==> src/rtl/modrm_encode_pkg.sv <==
// Shared CPU addressing-mode definitions: ModR/M MOD field, base/index selectors and R/M codes.
// Also used by the ModR/M decoder, so RM code values must stay architectural.
package modrm_encode_pkg;

  typedef enum logic [1:0] {
    MOD_NODISP = 2'b00,
    MOD_DISP8  = 2'b01,
    MOD_DISP16 = 2'b10,
    MOD_REG    = 2'b11
  } mod_e;

  typedef enum logic [1:0] {
    BASE_NONE = 2'd0,
    BASE_BX   = 2'd1,
    BASE_BP   = 2'd2,
    BASE_RSVD = 2'd3
  } base_sel_e;

  typedef enum logic [1:0] {
    INDEX_NONE = 2'd0,
    INDEX_SI   = 2'd1,
    INDEX_DI   = 2'd2,
    INDEX_RSVD = 2'd3
  } index_sel_e;

  localparam logic [2:0] RM_BX_SI  = 3'b000;
  localparam logic [2:0] RM_BX_DI  = 3'b001;
  localparam logic [2:0] RM_BP_SI  = 3'b010;
  localparam logic [2:0] RM_BP_DI  = 3'b011;
  localparam logic [2:0] RM_SI     = 3'b100;
  localparam logic [2:0] RM_DI     = 3'b101;
  localparam logic [2:0] RM_BP     = 3'b110;
  localparam logic [2:0] RM_DIRECT = 3'b110;
  localparam logic [2:0] RM_BX     = 3'b111;

  typedef enum logic [1:0] {
    ST_IDLE,
    ST_MODRM,
    ST_DISP_LO,
    ST_DISP_HI
  } enc_state_e;

  typedef struct packed {
    mod_e       mod;
    logic [2:0] rm;
    logic [1:0] disp_bytes;
    logic       bp_as_base;
  } mode_t;

  // True when the 16-bit displacement survives truncation to a sign-extended disp8.
  function automatic logic fits_disp8(input logic [15:0] d);
    return (d[15:7] == 9'h000) || (d[15:7] == 9'h1FF);
  endfunction

endpackage

==> src/rtl/modrm_encode_if.sv <==
// Request port and encoded byte stream of the ModR/M encoder.
// master = request source / byte consumer, slave = encoder.
interface modrm_encode_if;
  logic        req_valid;
  logic        req_ready;
  logic [2:0]  req_regnum;
  logic        req_rm_is_reg;
  logic [2:0]  req_rm_regnum;
  logic [1:0]  req_base;
  logic [1:0]  req_index;
  logic [15:0] req_displacement;
  logic        byte_valid;
  logic        byte_ready;
  logic [7:0]  byte_data;
  logic        byte_last;
  logic        bp_as_base;
  logic [1:0]  disp_bytes;

  modport master (
    output req_valid, req_regnum, req_rm_is_reg, req_rm_regnum, req_base, req_index,
           req_displacement, byte_ready,
    input  req_ready, byte_valid, byte_data, byte_last, bp_as_base, disp_bytes
  );

  modport slave (
    input  req_valid, req_regnum, req_rm_is_reg, req_rm_regnum, req_base, req_index,
           req_displacement, byte_ready,
    output req_ready, byte_valid, byte_data, byte_last, bp_as_base, disp_bytes
  );
endinterface

==> src/rtl/modrm_encode_mode_select.sv <==
// Combinational addressing-mode selection: request fields -> MOD, RM, displacement size, BP-base flag.
// Reserved base/index codes behave as "none".
module modrm_mode_select
  import modrm_encode_pkg::*;
(
  input  logic        rm_is_reg,
  input  logic [2:0]  rm_regnum,
  input  logic [1:0]  base,
  input  logic [1:0]  index,
  input  logic [15:0] displacement,
  output mode_t       mode
);

  base_sel_e  base_sel;
  index_sel_e index_sel;
  logic [2:0] mem_rm;
  logic       direct;
  logic       bp_alone;

  always_comb begin
    base_sel  = base_sel_e'(base);
    index_sel = index_sel_e'(index);
    if (base_sel == BASE_RSVD)
      base_sel = BASE_NONE;
    if (index_sel == INDEX_RSVD)
      index_sel = INDEX_NONE;

    case (base_sel)
      BASE_BX: mem_rm = (index_sel == INDEX_SI) ? RM_BX_SI :
                        (index_sel == INDEX_DI) ? RM_BX_DI : RM_BX;
      BASE_BP: mem_rm = (index_sel == INDEX_SI) ? RM_BP_SI :
                        (index_sel == INDEX_DI) ? RM_BP_DI : RM_BP;
      default: mem_rm = (index_sel == INDEX_SI) ? RM_SI :
                        (index_sel == INDEX_DI) ? RM_DI : RM_DIRECT;
    endcase

    direct   = (base_sel == BASE_NONE) && (index_sel == INDEX_NONE);
    // RM=110 with MOD=00 means direct, so BP alone always needs a displacement byte.
    bp_alone = (base_sel == BASE_BP) && (index_sel == INDEX_NONE);

    mode = '0;
    if (rm_is_reg) begin
      mode.mod = MOD_REG;
      mode.rm  = rm_regnum;
    end else if (direct) begin
      mode.mod        = MOD_NODISP;
      mode.rm         = RM_DIRECT;
      mode.disp_bytes = 2'd2;
    end else begin
      mode.rm = mem_rm;
      if (displacement == 16'h0000 && !bp_alone) begin
        mode.mod        = MOD_NODISP;
        mode.disp_bytes = 2'd0;
      end else if (fits_disp8(displacement)) begin
        mode.mod        = MOD_DISP8;
        mode.disp_bytes = 2'd1;
      end else begin
        mode.mod        = MOD_DISP16;
        mode.disp_bytes = 2'd2;
      end
    end

    // Register operands never address memory, so they never imply an SS segment.
    mode.bp_as_base = (mode.mod != MOD_REG) &&
                      ((mode.rm == RM_BP_SI) || (mode.rm == RM_BP_DI) ||
                       ((mode.rm == RM_BP) && (mode.mod != MOD_NODISP)));
  end

endmodule

==> src/rtl/modrm_encode.sv <==
// ModR/M encoder: latches one request, then streams ModR/M plus 0-2 displacement bytes, one per handshake.
// First byte valid the cycle after acceptance; outputs hold under byte_ready=0, no new request until done.
module modrm_encode
  import modrm_encode_pkg::*;
(
  input  logic         clk,
  input  logic         reset,
  modrm_encode_if.slave bus
);

  mode_t       next_mode;
  enc_state_e  state;
  logic [15:0] disp_q;
  logic        byte_fire;

  modrm_mode_select u_mode_select (
    .rm_is_reg    (bus.req_rm_is_reg),
    .rm_regnum    (bus.req_rm_regnum),
    .base         (bus.req_base),
    .index        (bus.req_index),
    .displacement (bus.req_displacement),
    .mode         (next_mode)
  );

  assign byte_fire = bus.byte_valid && bus.byte_ready;

  always_ff @(posedge clk) begin
    if (reset) begin
      state          <= ST_IDLE;
      disp_q         <= 16'h0000;
      bus.req_ready  <= 1'b1;
      bus.byte_valid <= 1'b0;
      bus.byte_data  <= 8'h00;
      bus.byte_last  <= 1'b0;
      bus.bp_as_base <= 1'b0;
      bus.disp_bytes <= 2'd0;
    end else begin
      case (state)
        ST_IDLE: begin
          if (bus.req_valid && bus.req_ready) begin
            state          <= ST_MODRM;
            disp_q         <= bus.req_displacement;
            bus.req_ready  <= 1'b0;
            bus.byte_valid <= 1'b1;
            bus.byte_data  <= {next_mode.mod, bus.req_regnum, next_mode.rm};
            bus.byte_last  <= (next_mode.disp_bytes == 2'd0);
            bus.bp_as_base <= next_mode.bp_as_base;
            bus.disp_bytes <= next_mode.disp_bytes;
          end
        end
        default: begin
          if (byte_fire) begin
            if (bus.byte_last) begin
              state          <= ST_IDLE;
              bus.req_ready  <= 1'b1;
              bus.byte_valid <= 1'b0;
              bus.byte_data  <= 8'h00;
              bus.byte_last  <= 1'b0;
              bus.bp_as_base <= 1'b0;
              bus.disp_bytes <= 2'd0;
            end else if (state == ST_MODRM) begin
              state         <= ST_DISP_LO;
              bus.byte_data <= disp_q[7:0];
              bus.byte_last <= (bus.disp_bytes == 2'd1);
            end else begin
              state         <= ST_DISP_HI;
              bus.byte_data <= disp_q[15:8];
              bus.byte_last <= 1'b1;
            end
          end
        end
      endcase
    end
  end

endmodule

==> src/flat_wrapper.sv <==
// flat-port wrapper written by rule: the top's interface ports become plain ports
module modrm_encode_flat import modrm_encode_pkg::*;
  (clk, reset, bus_req_valid, bus_req_regnum, bus_req_rm_is_reg, bus_req_rm_regnum, bus_req_base, bus_req_index, bus_req_displacement, bus_byte_ready, bus_req_ready, bus_byte_valid, bus_byte_data, bus_byte_last, bus_bp_as_base, bus_disp_bytes);
  modrm_encode_if bus_i ();
  input  logic clk;
  input  logic reset;
  input wire logic [$bits(bus_i.req_valid)-1:0] bus_req_valid;
  input wire logic [$bits(bus_i.req_regnum)-1:0] bus_req_regnum;
  input wire logic [$bits(bus_i.req_rm_is_reg)-1:0] bus_req_rm_is_reg;
  input wire logic [$bits(bus_i.req_rm_regnum)-1:0] bus_req_rm_regnum;
  input wire logic [$bits(bus_i.req_base)-1:0] bus_req_base;
  input wire logic [$bits(bus_i.req_index)-1:0] bus_req_index;
  input wire logic [$bits(bus_i.req_displacement)-1:0] bus_req_displacement;
  input wire logic [$bits(bus_i.byte_ready)-1:0] bus_byte_ready;
  output wire logic [$bits(bus_i.req_ready)-1:0] bus_req_ready;
  output wire logic [$bits(bus_i.byte_valid)-1:0] bus_byte_valid;
  output wire logic [$bits(bus_i.byte_data)-1:0] bus_byte_data;
  output wire logic [$bits(bus_i.byte_last)-1:0] bus_byte_last;
  output wire logic [$bits(bus_i.bp_as_base)-1:0] bus_bp_as_base;
  output wire logic [$bits(bus_i.disp_bytes)-1:0] bus_disp_bytes;
  assign bus_i.req_valid = bus_req_valid;
  assign bus_i.req_regnum = bus_req_regnum;
  assign bus_i.req_rm_is_reg = bus_req_rm_is_reg;
  assign bus_i.req_rm_regnum = bus_req_rm_regnum;
  assign bus_i.req_base = bus_req_base;
  assign bus_i.req_index = bus_req_index;
  assign bus_i.req_displacement = bus_req_displacement;
  assign bus_i.byte_ready = bus_byte_ready;
  assign bus_req_ready = bus_i.req_ready;
  assign bus_byte_valid = bus_i.byte_valid;
  assign bus_byte_data = bus_i.byte_data;
  assign bus_byte_last = bus_i.byte_last;
  assign bus_bp_as_base = bus_i.bp_as_base;
  assign bus_disp_bytes = bus_i.disp_bytes;
  modrm_encode u_core (.clk(clk), .reset(reset), .bus(bus_i));
endmodule
==> config.mk <==
export PLATFORM = sky130hd
export DESIGN_NAME = modrm_encode_flat
export DESIGN_NICKNAME = d
export VERILOG_FILES = /design/src/rtl/modrm_encode_pkg.sv /design/src/rtl/modrm_encode_if.sv /design/src/rtl/modrm_encode_mode_select.sv /design/src/rtl/modrm_encode.sv /design/src/flat_wrapper.sv
export SDC_FILE = /design/constraint.sdc
export NUM_CORES = 1
export LEC_CHECK = 0
export CAP_MARGIN = 20
export CORE_UTILIZATION = 45
export CTS_CLUSTER_DIAMETER = 50
export DETAILED_ROUTE_END_ITERATION = 8
export GPL_TIMING_DRIVEN = 1
export HOLD_SLACK_MARGIN = 0.15
export PLACE_DENSITY = 0.74
export SYNTH_ARGS = -nofsm -noshare
export SYNTH_HDL_FRONTEND = slang
export SYNTH_SLANG_ARGS = --single-unit
==> constraint.sdc <==
create_clock -name clk -period 3.4 [get_ports clk]
set_input_delay 0.85 -clock clk [delete_from_list [all_inputs] [get_ports clk]]
set_output_delay 0.85 -clock clk [all_outputs]
set_load 0.02 [all_outputs]
==> impl_summary.md <==
Power and ir drop
Power comes to 0.00131 W. In this run the power density over the cells is 611 nW/µm². Of the total power, the clock network draws ~17%. The internal portion of the total power is between 0.0008 and 0.0009 W. The share of total power dissipated in sequential elements is between 40% and 50%.

Summed over all cells, the static leakage comes to just under 0.8 nW. Net switching is approximately two fifths of the power. The peak ir drop on the vdd network is approximately 0.00035 V. Per report_power, the combinational group accounts for between 40% and 50% of the total. For this design the total switching power over the nets is slightly above 0.0005 W.

Die
The initialized floorplan defines 21 standard-cell rows. For this configuration, the core starts out at a cell density of 47.5%. The die footprint is around 3800 µm². The standard cell core area is ~3400 µm². The die boundary width is ~62 µm. In this run the count of I/O pins placed on the die edge is 45. The height of the chip is 61.8 µm.

Clock tree
The CTS tree is yes. The cell at the root of the clock tree is sky130_fd_sc_hd__clkbuf_4. The clock passes through at most 2 buffers. The clock insertion delay at the later pin of the skew report is ~0.33 ns. The number of gates resized after CTS was 0.

After clock tree synthesis, the setup repair step added 0 buffers. The number of H-tree branching levels is 2. The count of hold-fix buffers inserted at cts is 0. The clock input transition at the sequential cells of the worst setup and hold paths is roughly 0.090 ns. The clock sink count is 32. Buffers inserted during clock tree synthesis total 5.

Synth
The synthesized netlist devotes between 20% and 30% of its cell area to compound gates. In the synthesized netlist the dominant register cell turns out to be sky130_fd_sc_hd__dfxtp_1. The post-synthesis cell type with the largest combined area is sky130_fd_sc_hd__dfxtp_1.

The combinational family with the most area after synthesis is simple AND/OR/NAND/NOR gates. The warning count from the yosys run is 0. Multiplexer cells account for 0% of the synthesized area. Synthesis produced a netlist with a net count of 246. Counting every instance in the synthesized netlist gives 211. Of the total synthesized cell area, the portion taken by AND, OR, NAND and NOR gates is between 20% and 30%. The share of the yosys chip area belonging to registers is 39.8%. The mean instance size in the synthesized netlist is 7.63 µm². Ranked by instance count, the synthesized netlist is headed by sky130_fd_sc_hd__nand2_1 (42), sky130_fd_sc_hd__dfxtp_1 (32), sky130_fd_sc_hd__a21oi_1 (25). By area the synthesized netlist is led by sky130_fd_sc_hd__dfxtp_1 (40%), sky130_fd_sc_hd__nand2_1 (9.8%), sky130_fd_sc_hd__a21oi_1 (7.8%). The synthesized design contains 0 enable-type register cells.

The most used standard cell by instance count after synthesis is sky130_fd_sc_hd__nand2_1. The synthesized netlist devotes 0% of its cell area to XOR and XNOR gates. The arithmetic-cell share of the synthesized area counting full adders, half adders and majority gates is slightly above 3%. The async set or reset register ratio after synthesis is 0%.

The synthesized netlist contains between 40 and 50 unique library cells. Summing every instance area after synthesis gives 1610 µm². The share of synthesized area in the top cell type comes to ~40%. The number of flip-flops and latches in the synthesized netlist is 32.

Timing
Setup violations remaining at the end of the flow were counted as 0. The worst slew margin relative to its limit is between 50% and 60%. For the pin with the worst max-slew slack, the measured transition is roughly 0.62 ns. The number of pins with negative max-slew slack in the final report was 0. The achievable frequency is 369 MHz.

Setup repair after global routing left no endpoint under its margin. The total count of hold-check failures in the final report is 0. After layout, the minimum clock period comes to approximately 2.7 ns. The final worst clock skew is around 0.010 ns. Of the available clock period, the critical path in the final layout requires around 80%. The tightest hold path in the finished design has a slack of about 0.46 ns. Adding up every negative setup slack in the final design gives 0 ns.

Worst setup path
The buffer and inverter count on the worst path is 1. The worst setup path is launched from an input pin. The maximum fanout along the worst path is 5.

The arrival time of the worst setup path is a little under 3 ns. For this run, the slowest stage of the critical path takes 0.56 ns. The worst path required time is between 3 and 4 ns.

The critical path in this run is classified as in2reg. The cell family contributing the most delay on the critical path is simple AND/OR/NAND/NOR gates. The largest individual stage delay along the critical path comes from the cell sky130_fd_sc_hd__or4_4. The nature of the critical path endpoint is a flip-flop. Traced cell by cell, the critical path runs through clkdlybuf4s50_1 -> or4_4 -> nor4_4 -> o21bai_2 -> or3_1 -> a311oi_1.

Placement
In this run the cell area measured after placement is roughly 2100 µm². The quantity of I/O buffers inserted on ports is 44. The HPWL reported at the end of detailed placement is 2.96 mm. At the end of routability-driven placement, the weighted congestion stood at 0.873.

Routing
The average wire per cell in the routed design is 13.1 µm. In this run the remaining antenna-violating nets after routing total 0. The initial DRC count is 76.

Dividing the detail-routed via count by the number of cells gives ~5.4. Summed over all layers, the routed wires come to 3.94 mm. The count of unresolved DRC violations after routing is 0.

Detailed routing inserted a total of 1,632 vias. The pre-antenna-repair detailed-routing pass consisted of 4 iterations.

Worst hold path
The class of the worst hold path is reg2reg.

GRT
The via count of the first global-routing pass is about 1,400. After global routing the overflow that remains totals 0. The wire length of the first global-routing pass is 6.40 mm.

The largest net degree at the start of global routing is 29. The all-layer global routing usage is a little under a quarter. The initial antenna violation count is 0.

Run status
The run finished with clean final reports.

Final layout
After filler insertion, the fill cell instance count of the layout stands at roughly 300. The area overhead of the layout relative to synthesis is 33.7%. The number of antenna diodes in the final layout is 0. The post-route netlist has slightly above 7% of its cells at a drive strength greater than 1. The final-stage net count is 289. The final standard cell area without fillers is about 2200 µm².

Run
The tool flagged a number of max-cap violations equal to 0.
-- cell usage in the layout, fill, tap and decap left out, types with 2 or more instances in the layout --
| cell type | count |
|---|---|
| sky130_fd_sc_hd__o311ai_0 | 2 |
| sky130_fd_sc_hd__a211oi_1 | 2 |
| sky130_fd_sc_hd__nor2b_1 | 8 |
| sky130_fd_sc_hd__nor2_1 | 18 |
| sky130_fd_sc_hd__inv_1 | 7 |
| sky130_fd_sc_hd__a22oi_1 | 4 |
| sky130_fd_sc_hd__clkdlybuf4s50_1 | 44 |
| sky130_fd_sc_hd__o21a_1 | 2 |
| sky130_fd_sc_hd__clkbuf_4 | 5 |
| sky130_fd_sc_hd__dfxtp_1 | 32 |
| sky130_fd_sc_hd__nand2b_1 | 3 |
| sky130_fd_sc_hd__buf_4 | 3 |
| sky130_fd_sc_hd__a31oi_1 | 2 |
| sky130_fd_sc_hd__o211ai_1 | 3 |
| sky130_fd_sc_hd__a21oi_1 | 25 |
| sky130_fd_sc_hd__o21ai_0 | 11 |
| sky130_fd_sc_hd__nand2_1 | 42 |
| sky130_fd_sc_hd__nor3_1 | 9 |
| sky130_fd_sc_hd__ha_1 | 4 |
| sky130_fd_sc_hd__nand4_1 | 2 |
-- routing by layer --
metal	up-vias	global-route usage (%)	part of all wire (%)
met1	738	30.1	47
met3	9	6.63	5.6
met4	0	8.25	2.0
met5	-	0	0
met2	53	37.2	46
li1	832	-	-
-- cell families (layout without fill, tap and decap cells) --
family                   after synthesis  in the layout
AND/OR/NAND/NOR                       94             94
AO/OA/AOI/OAI                         63             63
flip-flops                            32             32
buffers and inverters                 18             62
adder cells (fa/ha/maj)                4              4
-- registers in the layout (all words and copies together) (netlist names) --
name,flops
u_core.disp_q,16
u_core.bus.disp_bytes,2
u_core.bus.byte_valid,1
u_core.state,2
u_core.bus.bp_as_base,1
u_core.bus.req_ready,1
u_core.bus.byte_last,1
u_core.bus.byte_data,8
-- tightest hold or removal path, cell delays in order, from the launching register on --
cell and delay, ns:
sky130_fd_sc_hd__dfxtp_1 0.32, sky130_fd_sc_hd__nand2_1 0.05, sky130_fd_sc_hd__a21oi_1 0.05
-- area by class of cell --
cell class                 count  area [µm²]  area share, %
clock buffer                   7        55.1           2.56
tap                           46        57.6           2.68
timing repair buffer          47         463           21.5
sequential                    32         641           29.8
clock inverter                 1        7.51          0.349
multi-input combinational    161         901           41.9
inverter                       7        26.3           1.22
-- path summary, 6_finish.rpt --
path / start / cells past startpoint / endpoint / slack (ns)
setup / recovery: bus_req_displacement[10] / 6 / u_core.bus.byte_last / 0.69
hold / removal: u_core.disp_q[7] / 2 / u_core.disp_q[7] / 0.46
hold reg to reg: u_core.disp_q[7] / 2 / u_core.disp_q[7] / 0.46
setup reg to reg: u_core.state[1] / 5 / u_core.bus.byte_data[6] / 0.97
-- power groups by stage --
stage,clock [W],sequential [W],combinational [W]
2_1_floorplan,0,0.000573,0.000302
3_3_place_gp,0,0.000556,0.000532
3_5_place_dp,0,0.000558,0.000539
4_1_cts,0.000238,0.000549,0.000541
5_1_grt,0.000256,0.000566,0.000598
6_report,0.000229,0.000548,0.000538
-- through the flow --
| stage | std cells | utilization (%) | setup WS, ns |
|---|---|---|---|
| floorplan | 211 | - | 0.946 |
| global placement | 293 | 61.6 | 0.413 |
| detailed placement | 293 | 61.6 | 0.371 |
| CTS | 301 | 63.5 | 0.711 |
| global route | 301 | 63.5 | 0.596 |
| finish | 301 | 63.5 | 0.690 |
No activity file was read; power rests on OpenSTA's default activity.
